### config.mk
export PLATFORM = sky130hd
export DESIGN_NAME = pc_sequencer
export DESIGN_NICKNAME = d
export VERILOG_FILES = /design/src/rtl/pc_sequencer.sv
export SDC_FILE = /design/constraint.sdc
export NUM_CORES = 1
export LEC_CHECK = 0
export BUFFER_PORTS_ARGS = -buffer_cell sky130_fd_sc_hd__buf_2
export CORE_MARGIN = 1
export CORE_UTILIZATION = 25
export DETAILED_ROUTE_END_ITERATION = 16
export SLEW_MARGIN = 20
export SYNTH_ARGS = -nofsm -noshare
export SYNTH_HDL_FRONTEND = slang
export SYNTH_SLANG_ARGS = --single-unit
### constraint.sdc
create_clock -name CLK -period 8.93 [get_ports CLK]
set_input_delay 0.893 -clock CLK [delete_from_list [all_inputs] [get_ports CLK]]
set_output_delay 0.893 -clock CLK [all_outputs]
set_load 0.1 [all_outputs]
### src/rtl/pc_sequencer.sv
// Program-counter sequencer: selects the next fetch PC from branch decode,
// external redirect and a circular return-address stack, and registers it on Advance.
module pc_sequencer #(
    parameter int ADDR_W    = 64,
    parameter int RAS_DEPTH = 4
) (
    input  logic                               CLK,
    input  logic                               resetl,
    input  logic [ADDR_W-1:0]                  StartPC,
    input  logic                               Advance,
    input  logic [2:0]                         BranchOp,
    input  logic [63:0]                        SignExtImm64,
    input  logic                               ALUZero,
    input  logic                               CondTrue,
    input  logic [ADDR_W-1:0]                  RegTarget,
    input  logic                               Redirect,
    input  logic [ADDR_W-1:0]                  RedirectPC,
    output logic [ADDR_W-1:0]                  CurrentPC,
    output logic [ADDR_W-1:0]                  NextPC,
    output logic                               Taken,
    output logic [$clog2(RAS_DEPTH+1)-1:0]     RasCount,
    output logic                               RasUnderflow
);

    localparam int CNT_W = $clog2(RAS_DEPTH + 1);
    localparam int PTR_W = $clog2(RAS_DEPTH);
    localparam logic [PTR_W-1:0] LAST_PTR = PTR_W'(RAS_DEPTH - 1);
    localparam logic [CNT_W-1:0] FULL_CNT = CNT_W'(RAS_DEPTH);

    typedef enum logic [2:0] {
        OP_SEQ   = 3'b000,
        OP_B     = 3'b001,
        OP_CBZ   = 3'b010,
        OP_CBNZ  = 3'b011,
        OP_BCOND = 3'b100,
        OP_BL    = 3'b101,
        OP_BR    = 3'b110,
        OP_RET   = 3'b111
    } op_e;

    logic [ADDR_W-1:0] pc_q, pc_d;
    logic              taken_q, taken_d;
    logic [CNT_W-1:0]  cnt_q, cnt_d;
    logic              unf_q, unf_d;
    logic [PTR_W-1:0]  tos_q, tos_d;
    logic [ADDR_W-1:0] ras_q [RAS_DEPTH];

    logic [ADDR_W-1:0] seq_pc, rel_pc, next_pc;
    logic [PTR_W-1:0]  push_ptr, pop_ptr;
    logic              take, push, pop, unf_set;
    op_e               op;

    assign op       = op_e'(BranchOp);
    assign seq_pc   = pc_q + ADDR_W'(4);
    assign rel_pc   = pc_q + (SignExtImm64[ADDR_W-1:0] << 2);
    assign push_ptr = (tos_q == LAST_PTR) ? '0 : tos_q + PTR_W'(1);
    assign pop_ptr  = (tos_q == '0) ? LAST_PTR : tos_q - PTR_W'(1);

    // Target selection; Redirect suppresses every RAS side effect.
    always_comb begin
        next_pc = seq_pc;
        take    = 1'b0;
        push    = 1'b0;
        pop     = 1'b0;
        unf_set = 1'b0;
        if (Redirect) begin
            next_pc = RedirectPC;
            take    = 1'b1;
        end else begin
            case (op)
                OP_B: begin
                    next_pc = rel_pc;
                    take    = 1'b1;
                end
                OP_BL: begin
                    next_pc = rel_pc;
                    take    = 1'b1;
                    push    = 1'b1;
                end
                OP_CBZ: begin
                    take    = ALUZero;
                    next_pc = ALUZero ? rel_pc : seq_pc;
                end
                OP_CBNZ: begin
                    take    = !ALUZero;
                    next_pc = !ALUZero ? rel_pc : seq_pc;
                end
                OP_BCOND: begin
                    take    = CondTrue;
                    next_pc = CondTrue ? rel_pc : seq_pc;
                end
                OP_BR: begin
                    next_pc = RegTarget;
                    take    = 1'b1;
                end
                OP_RET: begin
                    take = 1'b1;
                    if (cnt_q != '0) begin
                        next_pc = ras_q[tos_q];
                        pop     = 1'b1;
                    end else begin
                        next_pc = RegTarget;
                        unf_set = 1'b1;
                    end
                end
                default: next_pc = seq_pc;
            endcase
        end
    end

    always_comb begin
        pc_d    = pc_q;
        taken_d = taken_q;
        cnt_d   = cnt_q;
        tos_d   = tos_q;
        unf_d   = unf_q;
        if (Advance) begin
            pc_d    = next_pc;
            taken_d = take;
            unf_d   = unf_q | unf_set;
            if (push) begin
                tos_d = push_ptr;
                cnt_d = (cnt_q == FULL_CNT) ? cnt_q : cnt_q + CNT_W'(1);
            end else if (pop) begin
                tos_d = pop_ptr;
                cnt_d = cnt_q - CNT_W'(1);
            end
        end
    end

    always_ff @(posedge CLK) begin
        if (!resetl) begin
            pc_q    <= StartPC;
            taken_q <= 1'b0;
            cnt_q   <= '0;
            tos_q   <= '0;
            unf_q   <= 1'b0;
        end else begin
            pc_q    <= pc_d;
            taken_q <= taken_d;
            cnt_q   <= cnt_d;
            tos_q   <= tos_d;
            unf_q   <= unf_d;
        end
    end

    // When full, the push slot is the oldest entry, so it is overwritten in place.
    always_ff @(posedge CLK) begin
        if (resetl && Advance && push) begin
            ras_q[push_ptr] <= seq_pc;
        end
    end

    assign CurrentPC    = pc_q;
    assign NextPC       = next_pc;
    assign Taken        = taken_q;
    assign RasCount     = cnt_q;
    assign RasUnderflow = unf_q;

endmodule

==> flow_metrics.env, run 1 <==
export IMPL_status="completed"
export IMPL_postLayoutCoreUtil_pct=30.92
export IMPL_io_pin_count=398
export IMPL_clk_latency_ns=0.58
export IMPL_place_area_sq_um=23000
export IMPL_synth_top_area_share_pct=48.31
export IMPL_grt_pass1_wl_um=114100
export IMPL_fin_nets=2460
export IMPL_antenna_left=0
export IMPL_setup_violations=0
export IMPL_synth_edf_count=320
export IMPL_path_cells="ha_1 > inv_1 > fa_1 > nor2b_1 > o2111ai_1 > a21oi_1 > o21ai_0 > a31oi_2 > a31oi_2 > o41ai_2 > nor4b_1 > o32a_1 > buf_2"
export IMPL_vias=16610
export IMPL_seq_power_share_pct=35.3
export IMPL_die_area_sq_um=80690
export IMPL_syn2layout_area_growth_pct=22.63
export IMPL_hold_viol_final=0
export IMPL_comb_power_share_pct=32.3
export IMPL_crit_required_ns=8.04
export IMPL_syn_area_sq_um=19890
export IMPL_async_reset_ff_share_pct=0
export IMPL_drtPass1Iterations=7
export IMPL_clk_pin_slew_worst_paths_ns=0.06
export IMPL_final_setup_worst_slack_ns=2.746
export IMPL_root_buffer="clkbuf_16"
export IMPL_clkPwrFrac_pct=32.4
export IMPL_num_rows=103
export IMPL_synth_warning_count=0
export IMPL_drv_slew=0
export IMPL_worstMarginPinSlew_ns=1.144
export IMPL_fin_crit_ns=6.184
export IMPL_final_setup_skew_ns=0.02500
export IMPL_placed_cells=3132
export IMPL_path_class="reg2out"
export IMPL_antenna_found_initial=33
export IMPL_p_int_mw=3.194
export IMPL_cts_buffer_depth=3
export IMPL_setup_tns_ns=0
export IMPL_hold_class="reg2reg"
export IMPL_fp_dieW_um=284.1
export IMPL_post_drt_wl_per_cell_um=24.86
export IMPL_reg2reg_depth=13
export IMPL_drive_gt1_share_pct=29.60
export IMPL_cts_resized=0
export IMPL_yosysSeqAreaShare_pct=49.22
export IMPL_slew_headroom_pct=23.71
export IMPL_cp_arrival_ns=5.29
export IMPL_vias_per_cell=5.164
export IMPL_cts_sinks=329
export IMPL_rsz0062_at_grt="no"
export IMPL_period_share_pct=69.25
export IMPL_cts_hold_buffers=0
export IMPL_switching_share_pct=39.37
export IMPL_grt_pass1_vias=16560
export IMPL_ys_top_cells_by_area="edfxtp_1 48%, mux4_2 7.2%, a21oi_1 4.6%"
export IMPL_max_cap_viol_count=0
export IMPL_synth_seq_cells=329
export IMPL_crit_fanout=6
export IMPL_power_density_nw_per_um2=216.0
export IMPL_slowest_delay_ns=0.55
export IMPL_ir_worst_vdd_uv=139.7
export IMPL_synth_largest_area_cell="edfxtp_1"
export IMPL_hpwl_um=58540
export IMPL_cts_tree="done"
export IMPL_p_switching_mw=2.074
export IMPL_cp_end_kind="output pin"
export IMPL_initial_core_util_pct=25.22
export IMPL_worstSetupPathDepth=13
export IMPL_synth_area_per_cell_sq_um=11.26
export IMPL_cts_made_buffers=42
export IMPL_syn_nets=2101
export IMPL_synthFlopType="edfxtp_1"
export IMPL_yosys_top_cells_count="320 x edfxtp_1, 212 x nand2_1, 183 x a21oi_1, 108 x nor2_1, 72 x clkbuf_1"
export IMPL_holdPathStages=2
export IMPL_final_cells=3216
export IMPL_cts_setup_buffers=0
export IMPL_coreArea_sq_um=78870
export IMPL_power_mw=5.268
export IMPL_cp_common_cell="a31oi_2"
export IMPL_yosysMostFrequentCell="edfxtp_1"
export IMPL_portBuffers=395
export IMPL_gp_congestion=0.9427
export IMPL_drc=0
export IMPL_setup_worst_path_start_class="flop"
export IMPL_htree_levels=2
export IMPL_dieHeight_um=284.1
export IMPL_maxClockFrequency_ghz=0.1617
export IMPL_finalInstanceArea_sq_um=24390
export IMPL_p_leak_nw=8.972
export IMPL_track_usage_pct=19.27
export IMPL_grt_max_degree=64
export IMPL_slowest_stage="edfxtp_1"
export IMPL_dp_worst_setup_slack_ns=3.045
export IMPL_drt_iter0_drc=1478
export IMPL_synthDistinctLibCells=84
export IMPL_grt_overflow=0
export IMPL_cpLargestDelayFamily="compound AO/OA/AOI/OAI gates"
export IMPL_netlist_instances=1767
export IMPL_holdWs_ns=0.4939
export IMPL_crit_buf_inv=2
export IMPL_wl_um=79940
[sequential cells by signal, summed over array words and instances, names as in the netlist, named ones only]
register and flops:
Taken 1, ras_q 256, RasCount 3, CurrentPC 64
RasUnderflow 1, tos_q 2
[power groups by stage]
stage	Clock, mW	Combinational, mW	Sequential (mW)
2_1_floorplan	0	1.01	2.11
6_report	1.71	1.70	1.86
4_1_cts	1.75	1.69	1.86
3_5_place_dp	0	1.69	1.89
3_3_place_gp	0	1.68	1.89
5_1_grt	1.80	1.79	1.87
[placed cells by master, fill, tap and decap left out, types with 28 or more instances in the layout]
cell       instances
o21ai_0           71
ha_1              67
nand2_1          211
edfxtp_1         320
xnor2_1           71
nand3_1           39
mux4_2            64
xor2_1            40
mux2_2            52
a21oi_1          183
buf_2            394
a31oi_1           28
nand4_1           40
inv_1             31
clkbuf_16         42
a21o_1            28
nor2_1           108
[cell families after synthesis]
logic type | Yosys count | synth area share, %
flip-flops | 329 | 49.22
buffers and inverters | 138 | 2.806
adder cells (fa/ha/maj) | 69 | 4.416
AO/OA/AOI/OAI | 462 | 14.93
AND/OR/NAND/NOR | 517 | 12.26
multiplexers | 141 | 11.47
XOR/XNOR | 111 | 4.888
[worst reg2reg max path: stages (launching register included)]
cell,delay (ns)
edfxtp_1,0.54
ha_1,0.30
inv_1,0.08
fa_1,0.21
nor2b_1,0.08
o2111ai_1,0.27
a21oi_1,0.21
nor4_2,0.66
nor2_1,0.19
a21o_1,0.23
a31oi_1,0.20
xnor2_1,0.10
a221oi_1,0.88
o221ai_1,0.47
[path summary, 6_finish.rpt]
check | slack (ns) | end | start
setup / recovery | 2.75 | NextPC[60] | CurrentPC[2]
hold / removal | 0.49 | RasUnderflow | RasUnderflow
setup reg to reg | 4.13 | CurrentPC[26] | CurrentPC[2]
hold reg to reg | 0.49 | RasUnderflow | RasUnderflow
[per-layer routing]
layer | vias up | global-route usage (%) | part of all wire, %
met5 | - | 0 | 0.25
met4 | 32 | 7.030 | 3.4
met3 | 163 | 4.205 | 7.5
met2 | 657 | 31.08 | 46
met1 | 8211 | 25.28 | 43
li1 | 7544 | - | -
[cell type report]
cell class	count	area [sq um]
antenna	7	17.52
clock buffer	48	1074
clock inverter	29	300.3
fill	8189	54480
inverter	32	122.6
multi-input combinational	1300	9590
sequential	329	9797
tap	1050	1314
timing repair buffer	421	2175
Power figures use the tool's default switching activity.
==> run 2, diff against run 1 <==
ABC_AREA = 1   (was not set)
clock period = 5.9 ns   (was 8.93 ns; I/O delays follow)
==> run 2 against run 1 <==
  * Total power grew 47%
  * First-iteration DRC count grew 58%
  * Sequential power grew 53%
  * Critical path type unchanged
  * Via count grew 40%
  * Non-clock buffer count grew 2
  * Die area grew 15%
  * Critical path depth grew 3
==> flow_metrics.env, run 2 <==
export IMPL_yosysSeqAreaShare_pct=42.67
export IMPL_synth_seq_cells=329
export IMPL_rrSetupSlack_ns=1.96
export IMPL_cts_made_buffers=36
export IMPL_cts_resized=0
export IMPL_setup_violations=0
export IMPL_clk_latency_ns=0.59
export IMPL_num_rows=110
export IMPL_wl_um=106500
export IMPL_maxClockFrequency_ghz=0.2061
export IMPL_slowest_stage="edfxtp_1"
export IMPL_synth_edf_count=320
export IMPL_syn_area_sq_um=22940
export IMPL_antenna_found_initial=8
export IMPL_vias_per_cell=4.924
export IMPL_seq_power_share_pct=36.8
export IMPL_mostFrequentLayoutCells="1065 x nand2_1, 475 x inv_1, 394 x buf_2"
export IMPL_clkPwrFrac_pct=29.0
export IMPL_synthFlopType="edfxtp_1"
export IMPL_p_int_mw=4.515
export IMPL_fp_dieW_um=304.9
export IMPL_crit_required_ns=5.31
export IMPL_power_mw=7.742
export IMPL_initial_core_util_pct=25.37
export IMPL_cts_hold_buffers=0
export IMPL_min_from="StartPC[53]"
export IMPL_fillers=9884
export IMPL_synthDistinctLibCells=54
export IMPL_drc=0
export IMPL_dp_worst_setup_slack_ns=1.685
export IMPL_post_drt_wl_per_cell_um=22.49
export IMPL_hold_class="in2reg"
export IMPL_drtPass1Iterations=6
export IMPL_comb_power_share_pct=34.1
export IMPL_ir_worst_vdd_uv=200.8
export IMPL_grt_pass1_wl_um=148700
export IMPL_crit_path_start="CurrentPC[2]"
export IMPL_netlist_instances=3168
export IMPL_grt_max_degree=103
export IMPL_max_cap_viol_count=0
export IMPL_io_pin_count=398
export IMPL_cp_arrival_ns=4.26
export IMPL_synth_top_area_share_pct=41.89
export IMPL_p_leak_nw=12.71
export IMPL_setup_tns_ns=0
export IMPL_cp_common_cell="nand2_1"
export IMPL_switching_share_pct=41.68
export IMPL_period_share_pct=82.24
export IMPL_portBuffers=395
export IMPL_grt_overflow=0
export IMPL_drt_iter0_drc=2339
export IMPL_drive_gt1_share_pct=15.36
export IMPL_synth_area_per_cell_sq_um=7.241
export IMPL_holdWs_ns=0.2750
export IMPL_rsz0062_at_grt="no"
export IMPL_grt_pass1_vias=21460
export IMPL_die_area_sq_um=92980
export IMPL_p_switching_mw=3.227
export IMPL_cts_buffer_depth=3
export IMPL_holdPathEnd="CurrentPC[53]"
export IMPL_status="completed"
export IMPL_yosysMostFrequentCell="nand2_1"
export IMPL_coreArea_sq_um=90420
export IMPL_slew_headroom_pct=29.18
export IMPL_antenna_left=0
export IMPL_power_density_nw_per_um2=282.5
export IMPL_cts_tree="done"
export IMPL_dieHeight_um=304.9
export IMPL_hpwl_um=83070
export IMPL_track_usage_pct=22.19
export IMPL_root_buffer="clkbuf_16"
export IMPL_vias=23320
export IMPL_path_cells="ha_1 > inv_1 > fa_1 > inv_1 > nand3_1 > nand2_1 > nand2_1 > nand2_1 > nand2_1 > nand2_1 > o21ai_0 > a21oi_1 > nand3b_1 > o21ai_0 > inv_1 > buf_2"
export IMPL_setup_worst_path_start_class="flop"
export IMPL_max_flop_register="ras_q"
export IMPL_fin_crit_ns=4.852
export IMPL_syn2layout_area_growth_pct=19.45
export IMPL_ys_top_cells_by_area="edfxtp_1 42%, nand2_1 17%, inv_1 7.8%"
export IMPL_async_reset_ff_share_pct=0
export IMPL_drv_slew=0
export IMPL_final_setup_worst_slack_ns=1.048
export IMPL_fin_nets=3862
export IMPL_worstMarginPinSlew_ns=1.062
export IMPL_path_class="reg2out"
export IMPL_crit_fanout=7
export IMPL_clk_pin_slew_worst_paths_ns=0.07
export IMPL_largest_reg_flops=256
export IMPL_rr_startpoint="CurrentPC[2]"
export IMPL_final_setup_skew_ns=0.03685
export IMPL_synth_largest_area_cell="edfxtp_1"
export IMPL_slowest_delay_ns=0.62
export IMPL_rr_endpoint="CurrentPC[24]"
export IMPL_cp_end_kind="output pin"
export IMPL_cts_setup_buffers=0
export IMPL_hold_viol_final=0
export IMPL_synth_warning_count=0
export IMPL_htree_levels=2
export IMPL_gp_congestion=1.004
export IMPL_syn_nets=3502
export IMPL_cts_sinks=329
export IMPL_reg2reg_depth=14
export IMPL_holdPathStages=3
export IMPL_yosys_top_cells_count="1066 x nand2_1, 478 x inv_1, 320 x edfxtp_1, 317 x nor2_1, 181 x o21ai_0"
export IMPL_final_common_cell="nand2_1"
==> run 2: changes by cell type after synthesis, sizes merged, moves of 64 or more <==
cell / change
a21oi: -70
inv: +452
mux4: -64
nand2: +860
nand3: +130
nor2: +218
o21ai: +109
==> run 2: kinds of logic after synthesis <==
family                   count (synthesis)  synth area share, %
flip-flops                             329                42.67
adder cells (fa/ha/maj)                 69                3.829
buffers and inverters                  585                9.943
XOR/XNOR                                53                2.056
AND/OR/NAND/NOR                       1680                29.93
multiplexers                             1              0.04363
AO/OA/AOI/OAI                          451                11.53
==> run 2: area by class of cell <==
class                   count  area (sq um)  area share (%)
diodes                      4         10.01         0.03653
clock buffers              42         923.4           3.370
clock inverters            23         216.5          0.7899
inverters                 484          1822           6.648
multi-input cells        2254         10920           39.86
flip-flops and latches    329          9797           35.75
well taps                1176          1471           5.370
repair buffers            423          2240           8.173
==> run 2: how the worst max path moves through the flow <==
stage,to,slack (ns)
2_1_floorplan,NextPC[32],0.74
3_3_place_gp,NextPC[4],1.68
3_5_place_dp,NextPC[18],1.68
4_1_cts,NextPC[18],1.13
5_1_grt,NextPC[18],0.88
6_report,NextPC[18],1.05
==> run 2: stage by stage <==
step,instance area (sq um),cells,utilization (%)
floorplan,22940,3168,-
global placement,26210,4664,28.99
detailed placement,26230,4665,29.01
CTS,27370,4730,30.27
global route,27400,4734,30.30
finish,27400,4735,30.30
==> run 2: power by group through the flow <==
stage | combinational (mW) | clock [mW] | sequential, mW
6_report | 2.64 | 2.25 | 2.85
5_1_grt | 2.81 | 2.35 | 2.85
4_1_cts | 2.62 | 2.27 | 2.84
3_5_place_dp | 2.61 | 0 | 2.89
3_3_place_gp | 2.60 | 0 | 2.89
2_1_floorplan | 1.50 | 0 | 3.14
==> run 2: critical path: cells and delay by family, from the launching register on <==
family	cells	cell delay [ns]
AOI/OAI and AO/OA	3	0.74
and+or+nand+nor	7	1.05
buffers and inverters	4	0.63
DFF	1	0.62
adders and majority gates	2	0.66
==> run 2: per-layer routing <==
metal | vias to the layer above | routed length, um | global-route usage (%)
li1 | 11030 | - | -
met3 | 185 | 8185 | 2.350
met4 | 2 | 4373 | 8.903
met5 | - | 9 | 0
met1 | 10990 | 45400 | 30.06
met2 | 1111 | 48520 | 36.02
